$ cat config.mk
export PLATFORM = sky130hd
export DESIGN_NAME = rle_pixel_stream_flat
export DESIGN_NICKNAME = d
export VERILOG_FILES = /design/src/rtl/gpu_pkg.sv /design/src/rtl/rle_pixel_stream_if.sv /design/src/rtl/rle_run_slot.sv /design/src/rtl/rle_pixel_stream.sv /design/src/flat_wrapper.sv
export SDC_FILE = /design/constraint.sdc
export NUM_CORES = 1
export LEC_CHECK = 0
export BUFFER_PORTS_ARGS = -buffer_cell sky130_fd_sc_hd__buf_2
export CAP_MARGIN = 20
export CORE_MARGIN = 1
export CORE_UTILIZATION = 40
export DETAILED_ROUTE_END_ITERATION = 8
export GPL_ROUTABILITY_DRIVEN = 1
export PLACE_DENSITY = 0.71
export SYNTH_ARGS = -nofsm -noshare
export SYNTH_HDL_FRONTEND = slang
export SYNTH_SLANG_ARGS = --single-unit
$ cat constraint.sdc
create_clock -name clk -period 3.14 [get_ports clk]
set_input_delay 0.471 -clock clk [delete_from_list [all_inputs] [get_ports clk]]
set_output_delay 0.471 -clock clk [all_outputs]
set_load 0.02 [all_outputs]
$ cat src/rtl/gpu_pkg.sv
// Shared types and default sizing for the GPU pixel path.
package gpu_pkg;

  typedef enum logic {
    IDLE = 1'b0,
    EMIT = 1'b1
  } rle_state_t;

  localparam int DEF_VW       = 6;
  localparam int DEF_CW       = 10;
  localparam int DEF_H_ACTIVE = 640;

endpackage

$ cat src/rtl/rle_pixel_stream_if.sv
// Run input and pixel output handshakes of the RLE pixel expander.
interface rle_pixel_stream_if
  import gpu_pkg::*;
#(
  parameter int VW = DEF_VW,
  parameter int CW = DEF_CW
);
  logic          in_valid;
  logic          in_ready;
  logic [CW-1:0] in_count;
  logic [VW-1:0] in_value;
  logic          pix_valid;
  logic          pix_ready;
  logic [VW-1:0] pix_value;
  logic          pix_last;

  modport master (
    output in_valid, in_count, in_value, pix_ready,
    input  in_ready, pix_valid, pix_value, pix_last
  );

  modport slave (
    input  in_valid, in_count, in_value, pix_ready,
    output in_ready, pix_valid, pix_value, pix_last
  );
endinterface

$ cat src/rtl/rle_run_slot.sv
// One-entry {count,value} prefetch register; accepts only when empty so an
// accept and a take can never coincide.
module rle_run_slot
  import gpu_pkg::*;
#(
  parameter int VW = DEF_VW,
  parameter int CW = DEF_CW
) (
  input  logic          clk,
  input  logic          rst_n,
  input  logic          flush,
  input  logic          in_valid,
  input  logic [CW-1:0] in_count,
  input  logic [VW-1:0] in_value,
  output logic          in_ready,
  input  logic          take,
  output logic          nxt_valid,
  output logic [CW-1:0] nxt_cnt,
  output logic [VW-1:0] nxt_val
);
  logic          nxt_valid_q, nxt_valid_d;
  logic [CW-1:0] nxt_cnt_q, nxt_cnt_d;
  logic [VW-1:0] nxt_val_q, nxt_val_d;
  logic          accept;

  assign in_ready = !nxt_valid_q;
  assign accept   = in_valid && in_ready && !flush;

  always_comb begin
    // NOTE: every always_comb output gets a default first so no path can infer a latch.
    nxt_valid_d = nxt_valid_q;
    nxt_cnt_d   = nxt_cnt_q;
    nxt_val_d   = nxt_val_q;
    if (flush) begin
      nxt_valid_d = 1'b0;
    end else if (accept) begin
      nxt_valid_d = 1'b1;
      nxt_cnt_d   = in_count;
      nxt_val_d   = in_value;
    end else if (take) begin
      nxt_valid_d = 1'b0;
    end
  end

  // NOTE: the payload is reset too; it is only one entry, and keeps X out of downstream compares.
  always_ff @(posedge clk or negedge rst_n) begin
    if (!rst_n) begin
      nxt_valid_q <= 1'b0;
      nxt_cnt_q   <= '0;
      nxt_val_q   <= '0;
    end else begin
      // NOTE: sequential state uses non-blocking assignment only.
      nxt_valid_q <= nxt_valid_d;
      nxt_cnt_q   <= nxt_cnt_d;
      nxt_val_q   <= nxt_val_d;
    end
  end

  assign nxt_valid = nxt_valid_q;
  assign nxt_cnt   = nxt_cnt_q;
  assign nxt_val   = nxt_val_q;
endmodule

$ cat src/rtl/rle_pixel_stream.sv
// Run-length pixel expander: {count,value} runs in, count copies of value out.
// Define RLE_LINE_COUNT_EN to add the column counter that drives line_end.
module rle_pixel_stream
  import gpu_pkg::*;
#(
  parameter int VW       = DEF_VW,
  parameter int CW       = DEF_CW,
  parameter int H_ACTIVE = DEF_H_ACTIVE
) (
  input  logic                clk,
  input  logic                rst_n,
  input  logic                flush,
  rle_pixel_stream_if.slave   bus,
  output logic                run_done,
  output logic                line_end,
  output logic                busy
);
  logic          nxt_valid;
  logic [CW-1:0] nxt_cnt;
  logic [VW-1:0] nxt_val;
  logic          take;

  rle_run_slot #(.VW(VW), .CW(CW)) u_slot (
    .clk      (clk),
    .rst_n    (rst_n),
    .flush    (flush),
    .in_valid (bus.in_valid),
    .in_count (bus.in_count),
    .in_value (bus.in_value),
    .in_ready (bus.in_ready),
    .take     (take),
    .nxt_valid(nxt_valid),
    .nxt_cnt  (nxt_cnt),
    .nxt_val  (nxt_val)
  );

  rle_state_t    state_q, state_d;
  logic [CW-1:0] cur_rem_q, cur_rem_d;
  logic [VW-1:0] cur_val_q, cur_val_d;
  logic          run_done_q, run_done_d;
  logic          beat, last_beat, load_pt;

  assign beat      = (state_q == EMIT) && bus.pix_ready;
  assign last_beat = beat && (cur_rem_q == CW'(1));
  assign load_pt   = (state_q == IDLE) || last_beat;
  assign take      = load_pt && nxt_valid;

  always_comb begin
    state_d    = state_q;
    cur_rem_d  = cur_rem_q;
    cur_val_d  = cur_val_q;
    run_done_d = last_beat;
    if (beat && !last_beat) begin
      cur_rem_d = cur_rem_q - CW'(1);
    end
    if (load_pt) begin
      // A zero-count run is consumed from the slot but never emitted.
      if (nxt_valid && (nxt_cnt != '0)) begin
        state_d   = EMIT;
        cur_rem_d = nxt_cnt;
        cur_val_d = nxt_val;
      end else begin
        state_d   = IDLE;
        cur_rem_d = '0;
      end
    end
    if (flush) begin
      state_d    = IDLE;
      cur_rem_d  = '0;
      run_done_d = 1'b0;
    end
  end

  always_ff @(posedge clk or negedge rst_n) begin
    if (!rst_n) begin
      state_q    <= IDLE;
      cur_rem_q  <= '0;
      cur_val_q  <= '0;
      run_done_q <= 1'b0;
    end else begin
      state_q    <= state_d;
      cur_rem_q  <= cur_rem_d;
      cur_val_q  <= cur_val_d;
      run_done_q <= run_done_d;
    end
  end

  assign bus.pix_valid = (state_q == EMIT);
  assign bus.pix_value = cur_val_q;
  assign bus.pix_last  = bus.pix_valid && (cur_rem_q == CW'(1));
  assign run_done      = run_done_q;
  assign busy          = (state_q == EMIT) || nxt_valid;

`ifdef RLE_LINE_COUNT_EN
  localparam int COLW = (H_ACTIVE > 1) ? $clog2(H_ACTIVE) : 1;

  logic [COLW-1:0] col_q, col_d;
  logic            col_wrap;

  assign col_wrap = (col_q == COLW'(H_ACTIVE - 1));

  // Column tracks accepted beats only; runs may straddle a line boundary.
  always_comb begin
    col_d = col_q;
    if (flush) begin
      col_d = '0;
    end else if (beat) begin
      col_d = col_wrap ? '0 : col_q + COLW'(1);
    end
  end

  always_ff @(posedge clk or negedge rst_n) begin
    if (!rst_n) begin
      col_q <= '0;
    end else begin
      col_q <= col_d;
    end
  end

  assign line_end = bus.pix_valid && col_wrap;
`else
  logic unused_h_active;
  assign unused_h_active = ^H_ACTIVE;
  assign line_end        = 1'b0;
`endif
endmodule
$ cat src/flat_wrapper.sv
// flat-port wrapper written by rule: the top's interface ports become plain ports
module rle_pixel_stream_flat import gpu_pkg::*;
#(
  parameter int VW       = DEF_VW,
  parameter int CW       = DEF_CW,
  parameter int H_ACTIVE = DEF_H_ACTIVE
)
  (clk, rst_n, flush, run_done, line_end, busy, bus_in_valid, bus_in_count, bus_in_value, bus_pix_ready, bus_in_ready, bus_pix_valid, bus_pix_value, bus_pix_last);
  rle_pixel_stream_if #(.VW(VW), .CW(CW)) bus_i ();
  input  logic clk;
  input  logic rst_n;
  input  logic flush;
  output logic run_done;
  output logic line_end;
  output logic busy;
  input wire logic [$bits(bus_i.in_valid)-1:0] bus_in_valid;
  input wire logic [$bits(bus_i.in_count)-1:0] bus_in_count;
  input wire logic [$bits(bus_i.in_value)-1:0] bus_in_value;
  input wire logic [$bits(bus_i.pix_ready)-1:0] bus_pix_ready;
  output wire logic [$bits(bus_i.in_ready)-1:0] bus_in_ready;
  output wire logic [$bits(bus_i.pix_valid)-1:0] bus_pix_valid;
  output wire logic [$bits(bus_i.pix_value)-1:0] bus_pix_value;
  output wire logic [$bits(bus_i.pix_last)-1:0] bus_pix_last;
  assign bus_i.in_valid = bus_in_valid;
  assign bus_i.in_count = bus_in_count;
  assign bus_i.in_value = bus_in_value;
  assign bus_i.pix_ready = bus_pix_ready;
  assign bus_in_ready = bus_i.in_ready;
  assign bus_pix_valid = bus_i.pix_valid;
  assign bus_pix_value = bus_i.pix_value;
  assign bus_pix_last = bus_i.pix_last;
  rle_pixel_stream #(.VW(VW), .CW(CW), .H_ACTIVE(H_ACTIVE)) u_core (.clk(clk), .rst_n(rst_n), .flush(flush), .bus(bus_i), .run_done(run_done), .line_end(line_end), .busy(busy));
endmodule
# ---- Word-level counts from Yosys, hierarchy flattened
# Cells that the tools add are included.
dict set report word_totals {
  regBits 35
  memories 0
  latchBits 0
  mem_bits_ro 0
  output_inout_bits 12
  ram_bits 0
  in_bits 21
}
dict set report op_classes {
  bitwise 2
  reduce_logical 19
  mul 0
  n_eq_ne 1
  div 0
  muxes 11
  n_addsub 1
  shifts 0
  n_lt_le_gt_ge 0
}
# op n
set op_table {}
lappend op_table {{$mux 10} 4}
lappend op_table {{$eq 10x1->1 const B} 1}
lappend op_table {{$reduce_bool 10->1} 1}
lappend op_table {{$sub 10x1->10 const B} 1}
lappend op_table {{$logic_and 1x1->1} 8}
lappend op_table {{$mux 1} 7}
lappend op_table {{$reduce_bool 3->1} 2}
lappend op_table {{$reduce_and 2->1} 2}
lappend op_table {{$logic_not 1->1} 3}
lappend op_table {{$logic_or 1x1->1} 2}
lappend op_table {{$not 1->1} 2}
lappend op_table {{$reduce_bool 2->1} 1}

# ---- Depth between registers and ports, before layout
dict set report depth {
  word_depth 7
  depth_mapped 7
  ltp_nobuf 6
}

# ---- By module
# A second synthesis with hierarchy kept.
dict set report unflattened {
  hier_cells 157
  hier_area_um2 1779.2
}
# module cells_per_inst seq_area_each_um2 n_inst area_per_inst_um2
set by_module_without_submodules {}
lappend by_module_without_submodules {rle_pixel_stream 119 450.4 1 1128.6}
lappend by_module_without_submodules {rle_run_slot 38 425.4 1 650.6}

# ---- Worst setup path before layout
# OpenSTA, ideal clock, no wires.
dict set report synth_path {
  kind {register to output}
  startpoint {register u_core.cur_rem_q[1]}
  endpoint {output port bus_pix_last}
  setup_slack_ns 1.028
  arrival_time_ns 1.641
  n_path_buf 0
  stages_incl_launch_ff 6
  path_cell_list {dfrtp_1 -> inv_1 -> ha_1 -> or4b_4 -> nor3_1 -> and2_1}
}
dict set report synth_via {
  elab_chain_cells 2
}
# item line_no
set synth_lines {}
lappend synth_lines {{from (decl)} rle_pixel_stream.sv:38} ;# logic [CW-1:0] cur_rem_q, cur_rem_d;
lappend synth_lines {{from (signal assigned)} rle_pixel_stream.sv:82} ;# cur_rem_q <= cur_rem_d;
lappend synth_lines {{$eq 10x1->1} rle_pixel_stream.sv:90} ;# assign bus.pix_last = bus.pix_valid && (cur_rem_q == CW'(1));
lappend synth_lines {{$logic_and 1x1->1} rle_pixel_stream.sv:90}
lappend synth_lines {{to (decl)} flat_wrapper.sv:23} ;# output wire logic [$bits(bus_i.pix_last)-1:0] bus_pix_last;
# Every way passes these cells.

# ---- Worst setup path in the final report
# Ends and elaborated chain as after synthesis.

==> metrics.csv <==
stage,metric,value,unit
status,outcome,"finished, final reports clean",
pwr,PwrDens,647,nW/um^2
placed_design,post-placement cell count,235,
cts,H-tree depth,2,
timing,Fin Setup TNS,0,ns
pwr,Worst VDD drop,0.441,mV
routing,Iter 0 DRT Violations,67,
setup_path,worst-path fanout max,5,
cells_and_area,Final Core Density,0.486,
cts,CTS tree,done,
cells_and_area,Filler cells,398,
cts,CTS Buf Count,5,
synth,sequential area share after synthesis,0.486,
setup_path,critical path arrival,2.16,ns
cells_and_area,nets@finish,213,
die,Die Ht,69.1,um
cts,clk slew on worst S/H paths,0.08,ns
routing,via-per-instance ratio,5.51,
timing,RSZ-0062 raised after global routing,no,
global_route,global route overflow,0,
cells_and_area,Sequential Area,876,sq um
routing,WL/cell,15.4,um
routing,Routed WL,3740,um
synth,most common cell in the netlist,dfrtp_1,
cells_and_area,Syn-to-layout area delta,17.4,%
cts,Setup Buffers After CTS,0,
cells_and_area,antenna cells,0,
routing,via count,1340,
timing,clk_skew,0.00424,ns
cts,Worst-Skew Late Latency,0.30,ns
global_route,first-pass GRT wire length,6420,um
job,max cap viols,0,
placed_design,Final HPWL DP,2660,um
synth,syn_area_per_cell,11.5,sq um
setup_path,Worst setup EP type,output pin,
timing,final worst path period need,2.63,ns
cells_and_area,area occupied by multi-input gates,867,sq um
die,starting density of the core,0.414,
setup_path,Setup CP Type,reg -> out,
cts,Clock Sinks,35,
timing,pins over their slew limit,0,
global_route,vias in the first global route,1363,
global_route,GRT Total Usage,0.173,
synth,"flops & latches, synth",35,
placed_design,Port-buffer cells,31,
cts,Post-CTS Resized,0,
die,area of the core,4350,sq um
routing,DR pass1 iterations,4,
cells_and_area,Non-Filler Instances,243,
synth,leading cell types by total area after synthesis,"dfrtp_1 49%, mux2_2 11%, mux2_4 5.0%, nand2_1 3.3%, mux2i_1 1.7%",
cts,Root Driver,clkbuf_8,
routing,ANT nets after route,0,
timing,Slew headroom,0.485,
global_route,maximum number of pins on one net before global-route repair,36,
synth,"Net Count, Synth",180,
synth,"Async S/R FF share, synth",1.00,
cts,Clock Path Buffers,2,
die,chip width,69.1,um
global_route,initial antenna violation count,0,
setup_path,Critical Path RT,2.67,ns
timing,Final period util,0.836,
die,# IOs,33,
cells_and_area,share of layout cells above drive strength 1,0.382,
synth,area share of the leading cell type in the synthesized netlist,0.486,
synth,Synth Instances,157,
synth,"top cells by count, synth","35 x dfrtp_1, 17 x mux2_2, 16 x nand2_1, 6 x mux2_4, 6 x nor2_1",
cts,"Hold-fix buffers, CTS",0,
placed_design,GPL Wtd Cong,0.796,
timing,fmax,0.381,GHz
setup_path,crit path launch type,flip-flop,
timing,endpoints failing hold,0,
timing,Final Setup Violations,0,
synth,"Distinct cells, synth",44,
synth,Syn. warnings,0,
worst_hold_path,worst hold path type,in -> async,
timing,Slew @ Worst Pin,0.773,ns
die,Rows,24,
routing,Remaining DRCs,0,
synth,Synth area leader,dfrtp_1,
synth,synthesized cell area,1800,sq um
synth,"EDFF count, synth",0,
die,die area,4780,sq um
pwr,Leak,0.962,nW
synth,main flop type after synthesis,dfrtp_1,
-- worst max-delay path: stages (launching register included) --
cell     delay (ns)
dfrtp_1        0.42
inv_1          0.09
ha_1           0.15
or4b_4         0.50
nor3_1         0.37
and2_1         0.18
buf_2          0.15
-- final cells by class --
type,count,area share
Sequential cell,35,0.414
Timing Repair Buffer,34,0.0839
Multi-Input combinational cell,110,0.410
Clock buffer,5,0.0325
Tap cell,52,0.0307
Inverter,4,0.00709
Clock inverter,3,0.0225
-- placed cells by master, fill, tap and decap left out, types with 2 or more instances in the layout --
cell type  netlist  routed
mux2_2          17      17
inv_1            4       4
o211ai_1         4       4
a22o_1           2       2
clkbuf_8         0       5
buf_2            0      31
a31o_2           2       2
ha_1             2       2
nor2b_1          3       3
a21oi_1          3       3
mux2i_1          3       3
nor2_1           6       6
a211oi_1         2       2
nand4_1          4       4
nand3_1          2       2
a31oi_1          2       2
buf_4            2       3
mux2_4           6       6
nor3_1           3       3
o31ai_1          2       2
or3_1            2       2
nor3b_1          2       2
or4_1            4       4
or2_2            3       3
nand2_1         16      16
a2111o_1         2       2
dfrtp_1         35      35
o21ai_0          2       2
-- kinds of logic after synthesis --
group / count (synthesis) / share of synthesized area
AOI/OAI and AO/OA: 26 / 0.118
DFF: 35 / 0.486
xor gates and xnor gates: 1 / 0.00486
buffers and inverters: 12 / 0.0333
other: 1 / 0.00208
and+or+nand+nor: 54 / 0.169
muxes: 26 / 0.173
adders and majority gates: 2 / 0.0139
-- where the power goes --
| group | leakage (nW) | switching, mW | total (mW) | internal, mW |
|---|---|---|---|---|
| Clock | 0.0587 | 0.177 | 0.417 | 0.240 |
| Sequential | 0.436 | 0.0693 | 0.605 | 0.536 |
| Combinational | 0.468 | 0.176 | 0.347 | 0.171 |
| Total | 0.962 | 0.422 | 1.37 | 0.948 |
-- stage by stage --
step / power, mW / instance area (sq um) / worst slack, ns / hold slack [ns]
final: 1.37 / 2120 / 0.514 / 0.246
after global routing: 1.44 / 2120 / 0.363 / 0.323
after CTS: 1.39 / 2120 / 0.516 / 0.271
after detailed placement: 0.961 / 2000 / 0.732 / 0.493
after global placement: 0.953 / 2000 / 0.784 / 0.487
after floorplan: 0.854 / 1800 / 1.03 / 0.175
-- metal layers --
layer  share of wire  GRT usage  vias up
li1                -          -      647
met1            0.45      0.229      650
met2            0.48      0.260       36
met3           0.050     0.0482        7
met4           0.020     0.0862        0
met5               0          0        -
-- path summary, 6_finish.rpt --
check	end	cells after the start	start	slack, ns
setup / recovery	bus_pix_last	6	u_core.cur_rem_q[1]	0.51
hold / removal	u_core.u_slot.nxt_valid	1	rst_n	0.25
setup reg to reg	u_core.bus.pix_value[0]	7	u_core.cur_rem_q[1]	0.73
hold reg to reg	u_core.bus.pix_value[4]	1	u_core.u_slot.nxt_val[4]	0.51
max in group asynchronous	u_core.cur_rem_q[6]	1	rst_n	2.40
min in group clk	u_core.u_slot.nxt_val[1]	2	bus_in_value[1]	0.40
-- state kept, by name, summed over array words and instances, names as in the netlist --
signal                   cells
u_core.bus.pix_valid         1
u_core.bus.pix_value         6
u_core.u_slot.nxt_cnt       10
u_core.cur_rem_q            10
u_core.u_slot.nxt_val        6
u_core.run_done              1
u_core.u_slot.nxt_valid      1
(Power assumes the default switching activity.)
